<file path="config.mk">
export PLATFORM = sky130hd
export DESIGN_NAME = seven_segment_arbiter
export DESIGN_NICKNAME = d
export VERILOG_FILES = /design/src/rtl/seven_segment_arbiter.sv
export SDC_FILE = /design/constraint.sdc
export NUM_CORES = 1
export LEC_CHECK = 0
export CORE_MARGIN = 4
export CORE_UTILIZATION = 38
export DETAILED_ROUTE_END_ITERATION = 10
export GPL_ROUTABILITY_DRIVEN = 0
export PLACE_DENSITY = 0.81
export SYNTH_ARGS = -nofsm -noshare
export SYNTH_HDL_FRONTEND = slang
export SYNTH_SLANG_ARGS = --single-unit
</file>
<file path="constraint.sdc">
create_clock -name CLK -period 2.5 [get_ports CLK]
set_clock_uncertainty 0.1 [all_clocks]
set_input_delay 0.5 -clock CLK [delete_from_list [all_inputs] [get_ports CLK]]
set_output_delay 0.5 -clock CLK [all_outputs]
set_load 0.03 [all_outputs]
</file>
<file path="src/rtl/seven_segment_arbiter.sv">
// rtl/seven_segment_arbiter.sv - round-robin arbiter feeding an 8-digit seven-segment panel
// Optional leading-zero blanking is enabled by defining SS_ARB_LEADING_ZERO_BLANK_EN.
module seven_segment_arbiter #(
  parameter int unsigned DWELL_CYCLES = 25000000
) (
  input  logic        CLK,
  input  logic        RESET,
  input  logic [3:0]  req,
  input  logic [31:0] data_0,
  input  logic [31:0] data_1,
  input  logic [31:0] data_2,
  input  logic [31:0] data_3,
  input  logic        hold,
  output logic [3:0]  grant,
  output logic [31:0] disp_value,
  output logic [1:0]  disp_src,
  output logic        disp_valid,
  output logic [7:0]  blank_mask
);

  typedef enum logic {IDLE, SHOW} state_t;

  localparam logic [31:0] RELOAD = 32'(DWELL_CYCLES - 1);

  state_t      state_q, state_d;
  logic [31:0] cnt_q, cnt_d;
  logic [1:0]  ptr_q, ptr_d;
  logic [3:0]  grant_q, grant_d;
  logic [31:0] value_q, value_d;
  logic [1:0]  src_q, src_d;
  logic        valid_q, valid_d;

  logic        win_found;
  logic [1:0]  win_idx;
  logic [1:0]  cand;
  logic [31:0] data_sel;
  logic        capture;

  // Scan from farthest to nearest so the nearest requester after ptr_q wins.
  always_comb begin
    win_found = 1'b0;
    win_idx   = ptr_q;
    cand      = 2'd0;
    for (int i = 3; i >= 0; i--) begin
      cand = ptr_q + 2'(i + 1);
      if (req[cand]) begin
        win_idx   = cand;
        win_found = 1'b1;
      end
    end
  end

  always_comb begin
    data_sel = data_0;
    case (win_idx)
      2'd0: data_sel = data_0;
      2'd1: data_sel = data_1;
      2'd2: data_sel = data_2;
      2'd3: data_sel = data_3;
      default: data_sel = data_0;
    endcase
  end

  always_comb begin
    state_d = state_q;
    cnt_d   = cnt_q;
    ptr_d   = ptr_q;
    grant_d = 4'b0000;
    value_d = value_q;
    src_d   = src_q;
    valid_d = valid_q;
    capture = 1'b0;

    case (state_q)
      IDLE: begin
        if (win_found) capture = 1'b1;
      end
      SHOW: begin
        if (!hold) begin
          if (cnt_q != 32'd0) begin
            cnt_d = cnt_q - 32'd1;
          end else if (win_found) begin
            capture = 1'b1;
          end else begin
            state_d = IDLE;
          end
        end
      end
      default: state_d = IDLE;
    endcase

    if (capture) begin
      state_d = SHOW;
      cnt_d   = RELOAD;
      ptr_d   = win_idx;
      grant_d = 4'b0001 << win_idx;
      value_d = data_sel;
      src_d   = win_idx;
      valid_d = 1'b1;
    end
  end

  // ptr_q holds the last granted index; 3 makes requester 0 first after reset.
  always_ff @(posedge CLK) begin
    if (RESET) begin
      state_q <= IDLE;
      cnt_q   <= 32'd0;
      ptr_q   <= 2'd3;
      grant_q <= 4'b0000;
      value_q <= 32'd0;
      src_q   <= 2'd0;
      valid_q <= 1'b0;
    end else begin
      state_q <= state_d;
      cnt_q   <= cnt_d;
      ptr_q   <= ptr_d;
      grant_q <= grant_d;
      value_q <= value_d;
      src_q   <= src_d;
      valid_q <= valid_d;
    end
  end

  assign grant      = grant_q;
  assign disp_value = value_q;
  assign disp_src   = src_q;
  assign disp_valid = valid_q;

`ifdef SS_ARB_LEADING_ZERO_BLANK_EN
  logic [7:0] blank_q, blank_d;
  logic       zero_run;

  // Digit k blanks when it and every more-significant nibble are zero.
  always_comb begin
    blank_d  = blank_q;
    zero_run = 1'b1;
    if (capture) begin
      blank_d = 8'h00;
      for (int k = 7; k >= 1; k--) begin
        zero_run   = zero_run & (data_sel[4*k +: 4] == 4'h0);
        blank_d[k] = zero_run;
      end
    end
  end

  always_ff @(posedge CLK) begin
    if (RESET) blank_q <= 8'h00;
    else       blank_q <= blank_d;
  end

  assign blank_mask = blank_q;
`else
  assign blank_mask = 8'h00;
`endif

endmodule

</file>
==> results of run 1 <==
power by group through the flow:
stage / Sequential [W] / Combinational (W) / Clock, W
2_1_floorplan: 0.00151 / 0.000534 / 0
3_3_place_gp: 0.00137 / 0.00126 / 0
3_5_place_dp: 0.00138 / 0.00128 / 0
4_1_cts: 0.00135 / 0.00129 / 0.000865
5_1_grt: 0.00137 / 0.00141 / 0.000924
6_report: 0.00136 / 0.00130 / 0.000847
per-layer routing:
layer	wire, um	vias to the layer above	share of wire (%)
li1	-	2252	-
met1	5020	2128	36
met2	7430	176	54
met3	1090	28	7.9
met4	337	0	2.4
met5	0	-	0
through the flow:
stage / TNS, ns / cell area (um^2) / worst slack (ns) / utilization (%)
2_1_floorplan: 0 / 4060 / 0.00327 / -
3_5_place_dp: -4.43 / 6220 / -0.110 / 60.3
3_3_place_gp: -2.41 / 6220 / -0.0970 / 60.3
6_report: 0 / 6470 / 0.00623 / 62.7
4_1_cts: 0 / 6420 / 0.00274 / 62.2
5_1_grt: -0.133 / 6470 / -0.0355 / 62.7
what timing repair did:
| item | 4_1_cts | 5_1_grt |
|---|---|---|
| setup buffers | 0 | 1 |
| setup endpoints to repair | 2 | 56 |
| pin swaps | 0 | 2 |
| gates resized for setup | 2 | 10 |
cells in the final DEF (no fill, tap or decap), types with 2 or more instances in the layout:
| cell | instances |
|---|---|
| clkdlybuf4s50_1 | 173 |
| nor2_2 | 2 |
| o21ai_0 | 13 |
| mux2i_1 | 6 |
| a21oi_1 | 12 |
| nor4_2 | 2 |
| clkinvlp_4 | 3 |
| nor4_1 | 16 |
| nand4_1 | 4 |
| and3_1 | 3 |
| clkbuf_8 | 10 |
| inv_1 | 4 |
| nor4b_4 | 3 |
| a32o_1 | 32 |
| nand3_1 | 66 |
| clkinv_2 | 2 |
| nor2_1 | 31 |
| nor3b_1 | 3 |
| or3_1 | 4 |
| nand2_1 | 141 |
| nor2b_1 | 2 |
| buf_12 | 12 |
| buf_4 | 31 |
| dfxtp_1 | 73 |
| xnor2_1 | 26 |
| nand2b_1 | 6 |
| or4_4 | 5 |
| conb_1 | 8 |
| nor3_2 | 6 |
| nor3_1 | 10 |
| nor4bb_1 | 2 |
path summary, 6_finish.rpt:
kind	start	endpoint	slack [ns]	cells past startpoint
max	cnt_q[12]	cnt_q[30]	0.006	6
min	disp_value[28]	disp_value[28]	0.37	1
max reg2reg	cnt_q[12]	cnt_q[30]	0.006	6
min reg2reg	disp_value[28]	disp_value[28]	0.37	1
logic make-up (layout without fill, tap and decap cells):
group / count (synthesis) / count (layout) / share of synthesized area [%]
compound gates: 66 / 66 / 12.7
xor+xnor: 26 / 26 / 5.64
fa+ha+maj: 1 / 1 / 0.310
buf+inv: 54 / 236 / 6.05
flops: 74 / 74 / 36.7
mux: 6 / 6 / 1.49
other cells: 1 / 8 / 0.0929
simple gates: 312 / 312 / 37.1
sequential cells by signal, indices dropped and copies added, names as in the netlist:
signal,cells
disp_value,32
state_q,1
grant,4
disp_src,2
ptr_q,2
disp_valid,1
cnt_q,32
worst max-delay path: cells and delay by family, from the launching register on:
kind | cells | cell delay, ns
flip-flops | 1 | 0.31
XOR/XNOR | 1 | 0.17
AND/OR/NAND/NOR | 5 | 1.81
layout make-up:
| type | count | area (um^2) |
|---|---|---|
| clock buffers | 10 | 138 |
| clock inverters | 6 | 41.3 |
| fillers | 871 | 3850 |
| inverters | 4 | 15.0 |
| multi-input cells | 419 | 2420 |
| flip-flops and latches | 74 | 1480 |
| well taps | 136 | 170 |
| repair buffers | 216 | 2200 |
==> metrics.md, run 1 <==
| Metric | Value |
|---|---|
| I/O Pins | `182` |
| Port Buffer Count | `173` |
| Routed vias | `4,584` |
| Hold Path Class | `flop to flop` |
| Psw | `0.00119 W` |
| Sequential Power Share | `38.7%` |
| CP arrival | `2.63 ns` |
| Post-route clock period utilization | `99.8%` |
| Via density per instance | `5.30` |
| Crit path largest cell delay | `0.55 ns` |
| Vias in the first global route | `4,659` |
| Post-route insts no fill | `865` |
| Top-area cell type share of the netlist area | `36.7%` |
| Die Span X | `111 um` |
| CP max FO | `4` |
| Met1 Usage GRT | `23.3%` |
| DP HPWL | `10,700 um` |
| Critical Path, Cell by Cell | `or4_4 > or4_4 > or4_4 > nor4b_4 > xnor2_1 > nor2_2` |
| Ranking of synthesized cells by area | `dfxtp_1, nand2_1, nand3_1` |
| Area grow syn2layout | `60.3%` |
| Post-Place Cells | `848` |
| Overall Power | `0.00351 W` |
| Drt drc | `0` |
| Routed WL | `13,900 um` |
| Syn avg cell area | `7.47 um^2` |
| H-tree depth | `3` |
| Comb pwr share | `37.2%` |
| Yosys cell types | `44` |
| Post-Syn Area | `4040 um^2` |
| Synth cell count leaders | `nand2_1, dfxtp_1, nand3_1` |
| Sw frac | `34.0%` |
| Nets | `860` |
| Final Hold Fails | `0` |
| Nature of the critical path endpoint | `flop` |
| Minimum clock period | `2.49 ns` |
| First-pass GRT wire length | `22,300 um` |
| Sequential area share after synthesis | `36.7%` |
| Most common cell in the netlist | `nand2_1` |
| Top FF cell, synth | `dfxtp_1` |
| # clock sinks | `74` |
| M3 GR Usage | `5.46%` |
| Warnings, synthesis | `0` |
| N_diodes | `0` |
| Most used cell, CP | `or4_4` |
| CTS max path bufs | `2` |
| Die height | `111 um` |
| CTS clk-pin slew, worst paths | `0.08 ns` |
| Startpoint type of the worst setup path | `flop` |
| Later-pin clock latency in the skew report | `0.35 ns` |
| Synthesized flop and latch total | `74` |
| M2 GR Usage | `41.1%` |
| Root Driver | `clkbuf_8` |
| Fin. max-slew vios | `0` |
| DR WL/cell | `16.0 um` |
| Post-synth EDFFs | `0` |
| WP data required | `2.64 ns` |
| Antenna violations before repair | `0` |
| Slowest-stage cell, CP | `or4_4` |
| Initial Util | `39.1%` |
| Initial DRT Pass Iterations | `5` |
| Layout cells sized above 1 | `11.4%` |
| RSZ-0062 raised after global routing | `true` |
| # rows | `37` |
| Endpoints failing setup | `0` |
| Pleak | `2.50 nW` |
| Int Pwr | `0.00231 W` |
| Core box area | `10,300 um^2` |
| Final hold slack | `0.367 ns` |
| TritonCTS Buffers | `9` |
| Worst VDD drop | `0.261 mV` |
| Final antenna-violating net count | `0` |
| Clock network power share | `24.2%` |
| Largest net degree at the start of global routing | `43` |
| Status | `finished clean` |
| Post-synth ARST share | `0%` |
| Fmax | `401 MHz` |
| Synth area leader | `dfxtp_1` |
| Die area | `12,300 um^2` |
| Busiest grt layer | `met2` |
| Pwr Density | `542 nW/um^2` |
| Cts hold-fix bufs | `0` |
| CTS tree | `done` |
| Mapped Cells | `540` |
| Max_cap viols | `0` |
| GRT Residual Overflow | `0` |
| Drt initial violations | `308` |
| GRT Resource Usage Total | `21.8%` |
| Worst Setup Path Type | `flop to flop` |
Note: power is estimated with default switching activity, not from simulation.
==> run 2: changes to the inputs <==
CORE_MARGIN = 3   (was 4)
==> run 2 against run 1 <==
Compared with the run above:
- sequential share of layout area about the same
- total power down 2.6%
- via count up 1.1%
- register-to-register slack about the same
- cell count increased by 0.35%
- critical path type unchanged
- die area down 3.6%
==> metrics.md, run 2 (synthesis gave the netlist of run 1 again) <==
| Metric | Value |
|---|---|
| CP startpoint | `cnt_q[12]` |
| DP HPWL | `10,900 um` |
| Worst r2r dst | `cnt_q[30]` |
| WP data required | `2.63 ns` |
| Reg2reg path depth | `6` |
| Hold depth | `1` |
| CP max FO | `4` |
| Later-pin clock latency in the skew report | `0.33 ns` |
| CTS clk-pin slew, worst paths | `0.07 ns` |
| Drt drc | `0` |
| Antenna violations before repair | `0` |
| GRT Resource Usage Total | `23.4%` |
| First-pass GRT wire length | `22,000 um` |
| CP arrival | `2.61 ns` |
| Sequential Power Share | `39.8%` |
| N_diodes | `0` |
| Worst r2r src | `cnt_q[12]` |
| Relative slew slack | `54.6%` |
| PnR worst setup slack | `0.0153 ns` |
| Layout cells sized above 1 | `11.6%` |
| Psw | `0.00113 W` |
| I/O Pins | `182` |
| Root Driver | `clkbuf_8` |
| Routed vias | `4,635` |
| Pleak | `2.54 nW` |
| Routed WL | `13,900 um` |
| Most frequent cells in the layout | `clkdlybuf4s50_1, nand2_1, dfxtp_1` |
| Post-route clock period utilization | `99.4%` |
| Via density per instance | `5.34` |
| Int Pwr | `0.00228 W` |
| Initial Util | `40.2%` |
| Sw frac | `33.2%` |
| Setup TNS | `0 ns` |
| Status | `finished clean` |
| Final antenna-violating net count | `0` |
| Clock network power share | `22.4%` |
| CTS tree | `done` |
| Core box area | `10,000 um^2` |
| Startpoint type of the worst setup path | `flop` |
| Die area | `11,900 um^2` |
| # clock sinks | `74` |
| Worst VDD drop | `0.296 mV` |
| Vias in the first global route | `4,605` |
| Nature of the critical path endpoint | `flop` |
| Endpoints failing setup | `0` |
| Fmax | `402 MHz` |
| Comb pwr share | `37.8%` |
| TritonCTS Buffers | `9` |
| Worst Setup Path Type | `flop to flop` |
| GRT Residual Overflow | `0` |
| DR WL/cell | `16.0 um` |
| R2R setup slack | `0.02 ns` |
| Pwr Density | `529 nW/um^2` |
| Worst hold start | `disp_value[18]` |
| RSZ-0062 raised after global routing | `true` |
| Die Span X | `109 um` |
| # rows | `36` |
| Most common cell after layout, fill and taps aside | `clkdlybuf4s50_1` |
| H-tree depth | `3` |
| Drt initial violations | `283` |
| Minimum clock period | `2.48 ns` |
| Largest net degree at the start of global routing | `38` |
| Area grow syn2layout | `60.1%` |
| Fin. max-slew vios | `0` |
| Max_cap viols | `0` |
| Slew at the pin closest to its max-slew limit | `0.675 ns` |
| Final Hold Fails | `0` |
| CTS max path bufs | `2` |
| Nets | `870` |
| Hold Path Class | `flop to flop` |
| Initial DRT Pass Iterations | `5` |
| Port Buffer Count | `173` |
| Hold Path End | `disp_value[18]` |
| Worst slack, placed | `-0.0763 ns` |
| Die height | `109 um` |
-- run 2: changes by cell type in the layout (fill, tap and decap cells not counted), moves of 2 or more --
| cell | before | now |
|---|---|---|
| buf_4 | 31 | 43 |
| buf_12 | 12 | 8 |
| nor3_1 | 10 | 14 |
| nor3_2 | 6 | 2 |
| clkinvlp_4 | 3 | 0 |
| nor4b_2 | 0 | 2 |
-- run 2: routing by layer --
| metal | track usage (%) | vias up | share of wire (%) |
|---|---|---|---|
| met4 | 10.8 | 0 | 3.6 |
| met3 | 5.62 | 41 | 6.5 |
| met5 | 0 | - | 0 |
| met2 | 41.3 | 219 | 53 |
| li1 | - | 2265 | - |
| met1 | 26.4 | 2110 | 37 |
-- run 2: critical path, stage by stage, from the launching register on --
cell and delay, ns:
dfxtp_1 0.31, or4_4 0.53, or4_4 0.43, or4_4 0.55, nor4b_4 0.24, xnor2_1 0.16
nor2_2 0.05
-- run 2: how the worst max path moves through the flow --
| stage | endpoint | cells past startpoint | slack [ns] |
|---|---|---|---|
| finish | cnt_q[30] | 6 | 0.02 |
| detailed placement | disp_value[5] | 9 | -0.08 |
| global route | cnt_q[30] | 6 | -0.04 |
| floorplan | cnt_q[30] | 6 | 0.003 |
| global placement | disp_value[10] | 9 | -0.07 |
| CTS | cnt_q[30] | 6 | -0.0004 |
-- run 2: through the flow --
step / cell area (um^2) / utilization [%] / total power [W] / hold WS, ns / instances
finish: 6460 / 64.3 / 0.00341 / 0.374 / 868
global route: 6460 / 64.3 / 0.00360 / 0.392 / 868
CTS: 6380 / 63.5 / 0.00341 / 0.374 / 866
detailed placement: 6240 / 62.1 / 0.00265 / 0.358 / 854
global placement: 6240 / 62.1 / 0.00262 / 0.349 / 854
floorplan: 4060 / - / 0.00204 / 0.353 / 547
-- run 2: layout make-up --
cell class / instances / area, um^2
sequential: 74 / 1480
clock inverter: 1 / 5.00
fill: 808 / 3580
inverter: 4 / 15.0
multi-input combinational: 419 / 2400
timing repair buffer: 226 / 2250
clock buffer: 11 / 141
tap: 133 / 166
-- run 2: power groups by stage --
stage / combinational, W / sequential (W) / clock [W]
6_report: 0.00129 / 0.00136 / 0.000766
5_1_grt: 0.00139 / 0.00137 / 0.000832
4_1_cts: 0.00128 / 0.00136 / 0.000775
3_5_place_dp: 0.00127 / 0.00138 / 0
3_3_place_gp: 0.00125 / 0.00138 / 0
2_1_floorplan: 0.000534 / 0.00151 / 0
-- run 2: what timing repair did --
action | CTS | global route
setup endpoints to repair | 1 | 52
cloned | 0 | 1
pin swaps | 0 | 2
gates resized for setup | 0 | 10
setup buffers | 0 | 1
hold endpoints to repair | 0 | 0
hold buffers | 0 | 0
==> run 3: changes to the inputs <==
REMOVE_ABC_BUFFERS = 1   (was default)
SLEW_MARGIN = 20   (was default)
==> run 3 against run 2 <==
Compared with the run above:
- the run now ends with setup timing left
- register-to-register slack lost 0.03 ns
- global-route usage is essentially flat
- highest routed layer unchanged
- clock-buffer cell count shrank 1
- sequential power is essentially flat
- clock power grew 20%
- final area grew 0.66%
- first-iteration DRC count grew 25%
- largest power group unchanged
- fmax shrank 1.0%
- critical path depth is the same
- hold slack lost 0.0038 ns
==> metrics.md, run 3 (synthesis gave the netlist of run 1 again) <==
| Metric | Value |
|---|---|
| Routed WL | `13,700 um` |
| Antenna violations before repair | `0` |
| Reg2reg path depth | `6` |
| Worst slack, placed | `-0.155 ns` |
| Endpoints failing setup | `1` |
| Initial DRT Pass Iterations | `5` |
| Root Driver | `clkbuf_8` |
| Post-route insts no fill | `867` |
| Startpoint type of the worst setup path | `flop` |
| CP arrival | `2.65 ns` |
| Hold Path Class | `flop to flop` |
| WP data required | `2.64 ns` |
| Nature of the critical path endpoint | `flop` |
| R2R setup slack | `-0.01 ns` |
| CP max FO | `4` |
| Vias in the first global route | `4,478` |
| TritonCTS Buffers | `9` |
| DP HPWL | `10,500 um` |
| Pleak | `2.53 nW` |
| H-tree depth | `3` |
| Fmax | `398 MHz` |
| GRT Residual Overflow | `0` |
| CTS clk-pin slew, worst paths | `0.08 ns` |
| CTS max path bufs | `2` |
| Initial Util | `40.2%` |
| Drt drc | `0` |
| Die Span X | `109 um` |
| I/O Pins | `182` |
| Final hold slack | `0.371 ns` |
| Final antenna-violating net count | `0` |
| Die area | `11,900 um^2` |
| Largest net degree at the start of global routing | `37` |
| PnR worst setup slack | `-0.0102 ns` |
| GRT Resource Usage Total | `23.3%` |
| # rows | `36` |
| Failing checks | `setup timing` |
| Core box area | `10,000 um^2` |
| Port Buffer Count | `173` |
| Post-route clock period utilization | `100%` |
| RSZ-0062 raised after global routing | `true` |
| Placed cell area | `6210 um^2` |
| Status | `finished, violations left` |
| # clock sinks | `74` |
| Layout cells sized above 1 | `12.1%` |
| Worst Setup Path Type | `flop to flop` |
| Worst VDD drop | `0.287 mV` |
| First-pass GRT wire length | `21,900 um` |
| Nets | `866` |
| Post-Place Cells | `847` |
| Drt initial violations | `355` |
| Minimum clock period | `2.51 ns` |
| Later-pin clock latency in the skew report | `0.34 ns` |
| Max_cap viols | `0` |
| N_diodes | `0` |
| Area grow syn2layout | `61.1%` |
| Via density per instance | `5.36` |
| Worst r2r dst | `cnt_q[30]` |
| Most common cell after layout, fill and taps aside | `clkdlybuf4s50_1` |
| Die height | `109 um` |
| Routed vias | `4,647` |
| Final Hold Fails | `0` |
| Pwr Density | `548 nW/um^2` |
| Post-route cell area | `6500 um^2` |
| Most frequent cells in the layout | `clkdlybuf4s50_1, nand2_1, dfxtp_1` |
| Overall Power | `0.00356 W` |
| Fin. max-slew vios | `0` |
| Worst hold start | `disp_value[0]` |
| Worst r2r src | `cnt_q[12]` |
| Hold depth | `1` |
| CTS tree | `done` |
| DR WL/cell | `15.8 um` |
| Hold Path End | `disp_value[0]` |
[run 3: cell types whose count changed in the layout (fill, tap and decap cells not counted), sizes merged]
| cell | change |
|---|---|
| clkinvlp | +2 |
| bufinv | +1 |
| buf | -3 |
| clkbuf | -2 |
| clkinv | +1 |
[run 3: metal layers]
metal	GRT usage (%)	wire [um]	vias to the layer above
li1	-	-	2259
met1	26.5	4960	2151
met2	41.8	7310	211
met3	6.87	1060	26
met4	7.21	342	0
met5	0	0	-
[run 3: how the worst max path moves through the flow]
stage	startpoint	endpoint	slack [ns]	depth (start not counted)
after floorplan	req[0]	disp_value[0]	-1.18	6
after global placement	req[1]	cnt_q[15]	-0.07	10
after detailed placement	hold	cnt_q[30]	-0.16	7
after CTS	cnt_q[12]	cnt_q[30]	-0.01	6
after global routing	cnt_q[12]	cnt_q[30]	-0.08	6
final	cnt_q[12]	cnt_q[30]	-0.01	6
[run 3: through the flow]
step | utilization, % | setup TNS, ns
floorplan | - | -41.07
global placement | 61.8 | -3.17
detailed placement | 61.8 | -3.28
CTS | 64.2 | -0.00981
global route | 64.7 | -0.108
finish | 64.7 | -0.0102
[run 3: report_power, final]
| part | switching, W | internal [W] | total, W | leakage [nW] |
|---|---|---|---|---|
| registers | 0.0000748 | 0.00128 | 0.00136 | 0.611 |
| logic | 0.000654 | 0.000635 | 0.00129 | 1.83 |
| clock network | 0.000439 | 0.000479 | 0.000918 | 0.0941 |
[run 3: cell type report]
type / instances / area (um^2)
Clock buffer: 10 / 138
Clock inverter: 5 / 55.1
Sequential cell: 74 / 1480
Tap cell: 133 / 166
Multi-Input combinational cell: 419 / 2420
Inverter: 4 / 15.0
Fill cell: 814 / 3540
Timing Repair Buffer: 222 / 2230
[run 3: timing repair]
action,CTS,global route
hold buffers,0,0
pin swaps,1,5
gates cloned,0,0
setup buffers,2,3
gates resized for setup,6,7
endpoints found under the setup margin,5,10
[run 3: critical path: stages (launching register included)]
cell     delay (ns)
dfxtp_2        0.33
or4_4          0.53
or4_4          0.43
or4_4          0.54
nor4b_4        0.28
xnor2_2        0.16
nor2_2         0.05
